==> config.mk <==
export PLATFORM = sky130hd
export DESIGN_NAME = pwm_compare_dt_flat
export DESIGN_NICKNAME = d
export VERILOG_FILES = /design/src/rtl/pwm_compare_dt_if.sv /design/src/rtl/pwm_compare_dt.sv /design/src/flat_wrapper.sv
export SDC_FILE = /design/constraint.sdc
export NUM_CORES = 1
export LEC_CHECK = 0
export BUFFER_PORTS_ARGS = -buffer_cell sky130_fd_sc_hd__clkbuf_2
export CAP_MARGIN = 20
export CORE_MARGIN = 1
export CORE_UTILIZATION = 35
export CTS_BUF_LIST = sky130_fd_sc_hd__clkbuf_4
export DETAILED_ROUTE_END_ITERATION = 16
export MAX_ROUTING_LAYER = met4
export SYNTH_ARGS = -nofsm -noshare
export SYNTH_HDL_FRONTEND = slang
export SYNTH_SLANG_ARGS = --single-unit
==> constraint.sdc <==
create_clock -name clk -period 3.35 [get_ports clk]
set_clock_uncertainty 0.05 [all_clocks]
set_input_delay 0.1675 -clock clk [delete_from_list [all_inputs] [get_ports clk]]
set_output_delay 0.1675 -clock clk [all_outputs]
set_load 0.03 [all_outputs]
==> src/rtl/pwm_compare_dt_if.sv <==
// Bus between the counter/register stage and pwm_compare_dt: configuration, counter value and the PWM outputs.
interface pwm_compare_dt_if #(
  parameter int WIDTH    = 64,
  parameter int DT_WIDTH = 8
);
  logic                PWM_EN;
  logic                mode;
  logic [WIDTH-1:0]    AAR;
  logic [WIDTH-1:0]    cnt_val;
  logic [WIDTH-1:0]    CCR_in;
  logic                CCR_wr;
  logic [DT_WIDTH-1:0] DTR;
  logic                POL;
  logic                pwm_h;
  logic                pwm_l;
  logic                update_evt;
  logic [WIDTH-1:0]    ccr_active;

  modport master (
    output PWM_EN, mode, AAR, cnt_val, CCR_in, CCR_wr, DTR, POL,
    input  pwm_h, pwm_l, update_evt, ccr_active
  );

  modport slave (
    input  PWM_EN, mode, AAR, cnt_val, CCR_in, CCR_wr, DTR, POL,
    output pwm_h, pwm_l, update_evt, ccr_active
  );
endinterface

==> src/rtl/pwm_compare_dt.sv <==
// Preloaded compare channel with complementary outputs; dead-time states exist only with PWM_DEADTIME_EN defined.
// Outputs change two edges after the counter edge (plus DTR cycles entering an ON state); no backpressure.
module pwm_compare_dt #(
  parameter int WIDTH    = 64,
  parameter int DT_WIDTH = 8
) (
  input  logic            clk,
  input  logic            rst,
  pwm_compare_dt_if.slave bus
);

`ifdef PWM_DEADTIME_EN
  typedef enum logic [2:0] {IDLE, H_ON, L_ON, DT_L2H, DT_H2L} state_t;
`else
  typedef enum logic [1:0] {IDLE, H_ON, L_ON} state_t;
`endif

  state_t           state;
  state_t           state_nxt;
  logic [WIDTH-1:0] ccr_pre;
  logic [WIDTH-1:0] ccr_act;
  logic             upd_cond;
  logic             evt_q;
  logic             ref_q;
  logic             h_q;
  logic             l_q;

`ifdef PWM_DEADTIME_EN
  logic [DT_WIDTH-1:0] dt_cnt;
  logic [DT_WIDTH-1:0] dt_nxt;
`else
  logic unused_dtr;
  assign unused_dtr = ^bus.DTR;
`endif

  assign upd_cond = bus.mode ? (bus.cnt_val == '0) : (bus.cnt_val >= bus.AAR);

  // A write coinciding with an update still hands the old preload to ccr_act.
  always_ff @(posedge clk) begin
    if (rst) begin
      ccr_pre <= '0;
      ccr_act <= '0;
      evt_q   <= 1'b0;
      ref_q   <= 1'b0;
    end else begin
      if (bus.CCR_wr) begin
        ccr_pre <= bus.CCR_in;
      end
      if (!bus.PWM_EN || upd_cond) begin
        ccr_act <= ccr_pre;
      end
      evt_q <= bus.PWM_EN && upd_cond;
      ref_q <= (bus.cnt_val < ccr_act);
    end
  end

  always_comb begin
    state_nxt = state;
`ifdef PWM_DEADTIME_EN
    dt_nxt    = dt_cnt;
`endif
    if (!bus.PWM_EN) begin
      state_nxt = IDLE;
`ifdef PWM_DEADTIME_EN
      dt_nxt    = '0;
`endif
    end else begin
      case (state)
        IDLE: state_nxt = L_ON;
`ifdef PWM_DEADTIME_EN
        L_ON: begin
          if (ref_q) begin
            if (bus.DTR == '0) begin
              state_nxt = H_ON;
            end else begin
              state_nxt = DT_L2H;
              dt_nxt    = bus.DTR;
            end
          end
        end
        H_ON: begin
          if (!ref_q) begin
            if (bus.DTR == '0) begin
              state_nxt = L_ON;
            end else begin
              state_nxt = DT_H2L;
              dt_nxt    = bus.DTR;
            end
          end
        end
        // A reference reversal inside the gap restarts it toward the other side,
        // so reference pulses shorter than the dead time never reach a pin.
        DT_L2H: begin
          if (!ref_q) begin
            state_nxt = DT_H2L;
            dt_nxt    = bus.DTR;
          end else if (dt_cnt <= DT_WIDTH'(1)) begin
            state_nxt = H_ON;
            dt_nxt    = '0;
          end else begin
            dt_nxt = dt_cnt - DT_WIDTH'(1);
          end
        end
        DT_H2L: begin
          if (ref_q) begin
            state_nxt = DT_L2H;
            dt_nxt    = bus.DTR;
          end else if (dt_cnt <= DT_WIDTH'(1)) begin
            state_nxt = L_ON;
            dt_nxt    = '0;
          end else begin
            dt_nxt = dt_cnt - DT_WIDTH'(1);
          end
        end
`else
        L_ON: if (ref_q)  state_nxt = H_ON;
        H_ON: if (!ref_q) state_nxt = L_ON;
`endif
        default: state_nxt = IDLE;
      endcase
    end
  end

  always_ff @(posedge clk) begin
    if (rst) begin
      state <= IDLE;
      h_q   <= bus.POL;
      l_q   <= bus.POL;
`ifdef PWM_DEADTIME_EN
      dt_cnt <= '0;
`endif
    end else begin
      state <= state_nxt;
      h_q   <= (state_nxt == H_ON) ^ bus.POL;
      l_q   <= (state_nxt == L_ON) ^ bus.POL;
`ifdef PWM_DEADTIME_EN
      dt_cnt <= dt_nxt;
`endif
    end
  end

  assign bus.pwm_h      = h_q;
  assign bus.pwm_l      = l_q;
  assign bus.update_evt = evt_q;
  assign bus.ccr_active = ccr_act;

endmodule
==> src/flat_wrapper.sv <==
// flat-port wrapper written by rule: the top's interface ports become plain ports
module pwm_compare_dt_flat 
#(
  parameter int WIDTH    = 64,
  parameter int DT_WIDTH = 8
)
  (clk, rst, bus_PWM_EN, bus_mode, bus_AAR, bus_cnt_val, bus_CCR_in, bus_CCR_wr, bus_DTR, bus_POL, bus_pwm_h, bus_pwm_l, bus_update_evt, bus_ccr_active);
  pwm_compare_dt_if #(.WIDTH(WIDTH), .DT_WIDTH(DT_WIDTH)) bus_i ();
  input  logic clk;
  input  logic rst;
  input wire logic [$bits(bus_i.PWM_EN)-1:0] bus_PWM_EN;
  input wire logic [$bits(bus_i.mode)-1:0] bus_mode;
  input wire logic [$bits(bus_i.AAR)-1:0] bus_AAR;
  input wire logic [$bits(bus_i.cnt_val)-1:0] bus_cnt_val;
  input wire logic [$bits(bus_i.CCR_in)-1:0] bus_CCR_in;
  input wire logic [$bits(bus_i.CCR_wr)-1:0] bus_CCR_wr;
  input wire logic [$bits(bus_i.DTR)-1:0] bus_DTR;
  input wire logic [$bits(bus_i.POL)-1:0] bus_POL;
  output wire logic [$bits(bus_i.pwm_h)-1:0] bus_pwm_h;
  output wire logic [$bits(bus_i.pwm_l)-1:0] bus_pwm_l;
  output wire logic [$bits(bus_i.update_evt)-1:0] bus_update_evt;
  output wire logic [$bits(bus_i.ccr_active)-1:0] bus_ccr_active;
  assign bus_i.PWM_EN = bus_PWM_EN;
  assign bus_i.mode = bus_mode;
  assign bus_i.AAR = bus_AAR;
  assign bus_i.cnt_val = bus_cnt_val;
  assign bus_i.CCR_in = bus_CCR_in;
  assign bus_i.CCR_wr = bus_CCR_wr;
  assign bus_i.DTR = bus_DTR;
  assign bus_i.POL = bus_POL;
  assign bus_pwm_h = bus_i.pwm_h;
  assign bus_pwm_l = bus_i.pwm_l;
  assign bus_update_evt = bus_i.update_evt;
  assign bus_ccr_active = bus_i.ccr_active;
  pwm_compare_dt #(.WIDTH(WIDTH), .DT_WIDTH(DT_WIDTH)) u_core (.clk(clk), .rst(rst), .bus(bus_i));
endmodule
==> flow_metrics.py <==
metrics = {
    "yosys": {
        "yosysMostFrequentCell": "dfxtp_1",
        "ys_seq_elements": 134,
        "synth.distinct_cells": 41,
        "ys.flop_type": "dfxtp_1",
        "syn_avg_cell_area_sq_um": 8.94,
        "synth_top_area_share_pct": 30.9,
        "ys_top_cells_by_count": "dfxtp_1, nand2b_1, inv_1, mux2i_1, ha_1",
        "yosysSeqAreaShare_pct": 30.9,
        "syn_area_sq_um": 8680,
        "ys_warn_count": 0,
        "synth_area_leader_cell": "dfxtp_1",
        "synth-edff-count": 0,
        "synth_area_leaders": "dfxtp_1, ha_1, mux2i_1",
        "synth_cells": 971,
        "synthArstFlopShare_pct": 0,
        "syn-num-nets": 1304,
    },
    "worst_setup_path": {
        "rr_startpoint": "u_core.bus.ccr_active[53]$_SDFFE_PP0P_",
        "cpMostUsedCell": "nor4_1",
        "critPathLaunchType": "register",
        "slowest_stage": "nor4_1",
        "cp.required_ns": 3.69,
        "critPathArrivalTime_ns": 2.93,
        "startpoint": "u_core.bus.ccr_active[53]$_SDFFE_PP0P_",
        "crit_chain": "inv_1 -> ha_1 -> nand4_1 -> nor4_1 -> nand3_1 -> nor4_1 -> a211oi_1",
        "worstSetupPathType": "reg2reg",
        "slowest_delay_ns": 0.58,
        "critPathMaxFanout": 3,
        "path_buf_inv": 1,
        "cp_top_family": "simple AND/OR/NAND/NOR gates",
        "end_kind": "register",
    },
    "route": {
        "drtIter0Drc": 289,
        "viasPerCell": 4.68,
        "antenna_left": 0,
        "wl_um": 24900,
        "num_vias": 7709,
        "drc": 0,
        "wire_per_inst_um": 15.1,
        "drt-pass1-iter-count": 4,
    },
    "die": {
        "io_pins": 273,
        "start_util_pct": 35.7,
        "dieHeight_um": 159,
        "core_sq_um": 24300,
        "dieWidth_um": 159,
        "num_rows": 57,
        "die_area_sq_um": 25400,
    },
    "clocking": {
        "cts_max_level": 4,
        "root_buffer": "clkbuf_4",
        "cts_tree": "done",
        "numCtsBuffers": 17,
        "postCtsSetupRepairBufs": 0,
        "clk_path_buf_depth": 2,
        "clk_pin_slew_ns": 0.14,
        "post_cts_resized": 0,
        "cts_num_sinks": 134,
        "clk_latency_ns": 0.53,
    },
    "status": {
        "status": "finished clean",
    },
    "timing": {
        "fmax_mhz": 387,
        "finalSetupViolCount": 0,
        "hold_viol": 0,
        "max_slew_margin_pct": 57.8,
        "worst_pin_slew_ns": 0.617,
        "period_needed_ns": 2.58,
        "fin_crit_sh_pct": 77.2,
        "rsz0062_at_grt": "false",
        "slew_violations": 0,
        "finalSetupTns_ns": 0,
    },
    "grt": {
        "grtUsageTotal_pct": 20.5,
        "antenna_found_initial": 3,
        "use_met3_pct": 3.26,
        "grt_start_max_net_pins": 81,
        "grt_pass1_wl_um": 39600,
        "grt.met1_usage_pct": 25.2,
        "met2_usage_pct": 33.4,
        "overflow": 0,
        "grt_pass1_vias": 7607,
        "grt_busiest_layer": "met2",
    },
    "cells_and_area": {
        "nFillCells": 2384,
        "drive_gt1_share_pct": 23.4,
        "final_nets": 1640,
        "final_util_pct": 47.0,
        "layout.cells.non_filler": 1647,
        "areaGrowthSynthToFinish_pct": 31.9,
    },
    "place": {
        "place_inst": 1533,
        "dp_hpwl_um": 19300,
        "place.port_buffers": 264,
        "gp_congestion": 0.863,
    },
    "power_and_ir_drop": {
        "peakVddDrop_mv": 0.225,
        "power.density_nw_per_um2": 356,
        "cellLeakagePower_nw": 5.54,
    },
    "worst_hold_path": {
        "min_path_type": "in2reg",
        "worstHoldStart": "bus_cnt_val[55]",
    },
    "job": {
        "cap_violations": 0,
    },
}
[through the flow]
| step | cell area, sq um | hold WS, ns | worst slack, ns | power (mW) |
|---|---|---|---|---|
| global route | 11400 | 0.116 | 0.620 | 4.31 |
| detailed placement | 10300 | 0.343 | 0.208 | 2.64 |
| floorplan | 8680 | 0.214 | 0.789 | 2.33 |
| finish | 11400 | 0.154 | 0.765 | 4.08 |
| global placement | 10300 | 0.339 | 0.236 | 2.62 |
| CTS | 11400 | 0.0992 | 0.684 | 4.14 |
[final timing paths]
| check | cells past startpoint | to | slack, ns |
|---|---|---|---|
| worst max-delay path | 7 | u_core.ref_q$_SDFF_PP0_ | 0.77 |
| worst min-delay path | 4 | u_core.ref_q$_SDFF_PP0_ | 0.15 |
| worst max register to register | 7 | u_core.ref_q$_SDFF_PP0_ | 0.77 |
| worst min register to register | 2 | u_core.bus.ccr_active[8]$_SDFFE_PP0P_ | 0.41 |
[logic make-up (layout without fill, tap and decap cells)]
logic type | after synthesis | in the layout | synth area share [%]
AOI/OAI and AO/OA | 115 | 115 | 8.64
xor gates and xnor gates | 3 | 3 | 0.303
adders and majority gates | 127 | 127 | 18.3
buffers and inverters | 164 | 513 | 8.31
DFF | 134 | 134 | 30.9
muxes | 128 | 128 | 14.8
other | 0 | 3 | 0
and+or+nand+nor | 300 | 300 | 18.8
[tightest hold or removal path, stage by stage]
cell	delay, ns
clkbuf_2	0.11
ha_1	0.19
o31a_1	0.17
a211oi_1	0.05
[flip-flops by register name (all words and copies together), names as in the netlist]
register               cells
u_core.state               2
u_core.ref_q               1
u_core.bus.update_evt      1
u_core.ccr_pre            64
u_core.bus.pwm_h           1
u_core.bus.pwm_l           1
u_core.bus.ccr_active     64
[report_power, final]
| part | switching [mW] | internal (mW) | total (mW) |
|---|---|---|---|
| clock | 0.715 | 0.687 | 1.40 |
| combinational | 0.490 | 0.453 | 0.943 |
| sequential | 0.0527 | 1.68 | 1.73 |
| total | 1.26 | 2.82 | 4.08 |
[routing by layer]
| metal | wire [um] | share of wire (%) | vias up |
|---|---|---|---|
| met5 | 0 | 0 | - |
| met3 | 1030 | 4.1 | 40 |
| met1 | 11600 | 46 | 3496 |
| li1 | - | - | 3999 |
| met4 | 677 | 2.7 | 0 |
| met2 | 11700 | 47 | 174 |
[repair_timing]
| item | 4_1_cts | 5_1_grt |
|---|---|---|
| hold buffers | 79 | 0 |
| endpoints found under the setup margin | 0 | 0 |
| endpoints found under the hold margin | 68 | 0 |
[cells in the final DEF, fill, tap and decap left out, types with 2 or more instances in the layout]
cell type / netlist / layout
nor2_1: 76 / 76
o31ai_1: 2 / 2
buf_12: 6 / 3
diode_2: 0 / 3
clkbuf_2: 0 / 262
mux2i_1: 128 / 128
nor2b_1: 2 / 2
clkinv_4: 0 / 2
a2111oi_0: 3 / 3
dlygate4sd3_1: 0 / 79
nand2_1: 21 / 21
xor2_1: 3 / 3
a21oi_1: 35 / 35
a21o_1: 26 / 26
nand3_1: 3 / 3
nand2b_1: 132 / 132
ha_1: 127 / 127
or3_1: 2 / 2
clkinvlp_4: 0 / 2
clkbuf_4: 0 / 18
inv_1: 129 / 129
dfxtp_1: 134 / 134
and3_1: 2 / 2
o21a_1: 8 / 8
nor4_1: 22 / 22
a211oi_1: 6 / 6
inv_6: 0 / 4
o211ai_1: 2 / 2
nor3_1: 9 / 9
bufinv_16: 0 / 5
o31a_1: 3 / 3
buf_4: 0 / 8
o21ai_0: 19 / 19
nand4_1: 29 / 29
[final cells by class]
cell class | instances | area [sq um] | share of cell area, %
sequential | 134 | 2680 | 23.4
timing repair buffer | 352 | 2220 | 19.4
clock buffer | 18 | 135 | 1.18
tap | 324 | 405 | 3.54
antenna | 3 | 7.51 | 0.0656
clock inverter | 14 | 223 | 1.95
multi-input combinational | 673 | 5280 | 46.2
inverter | 129 | 484 | 4.23
(Power assumes the default switching activity.)
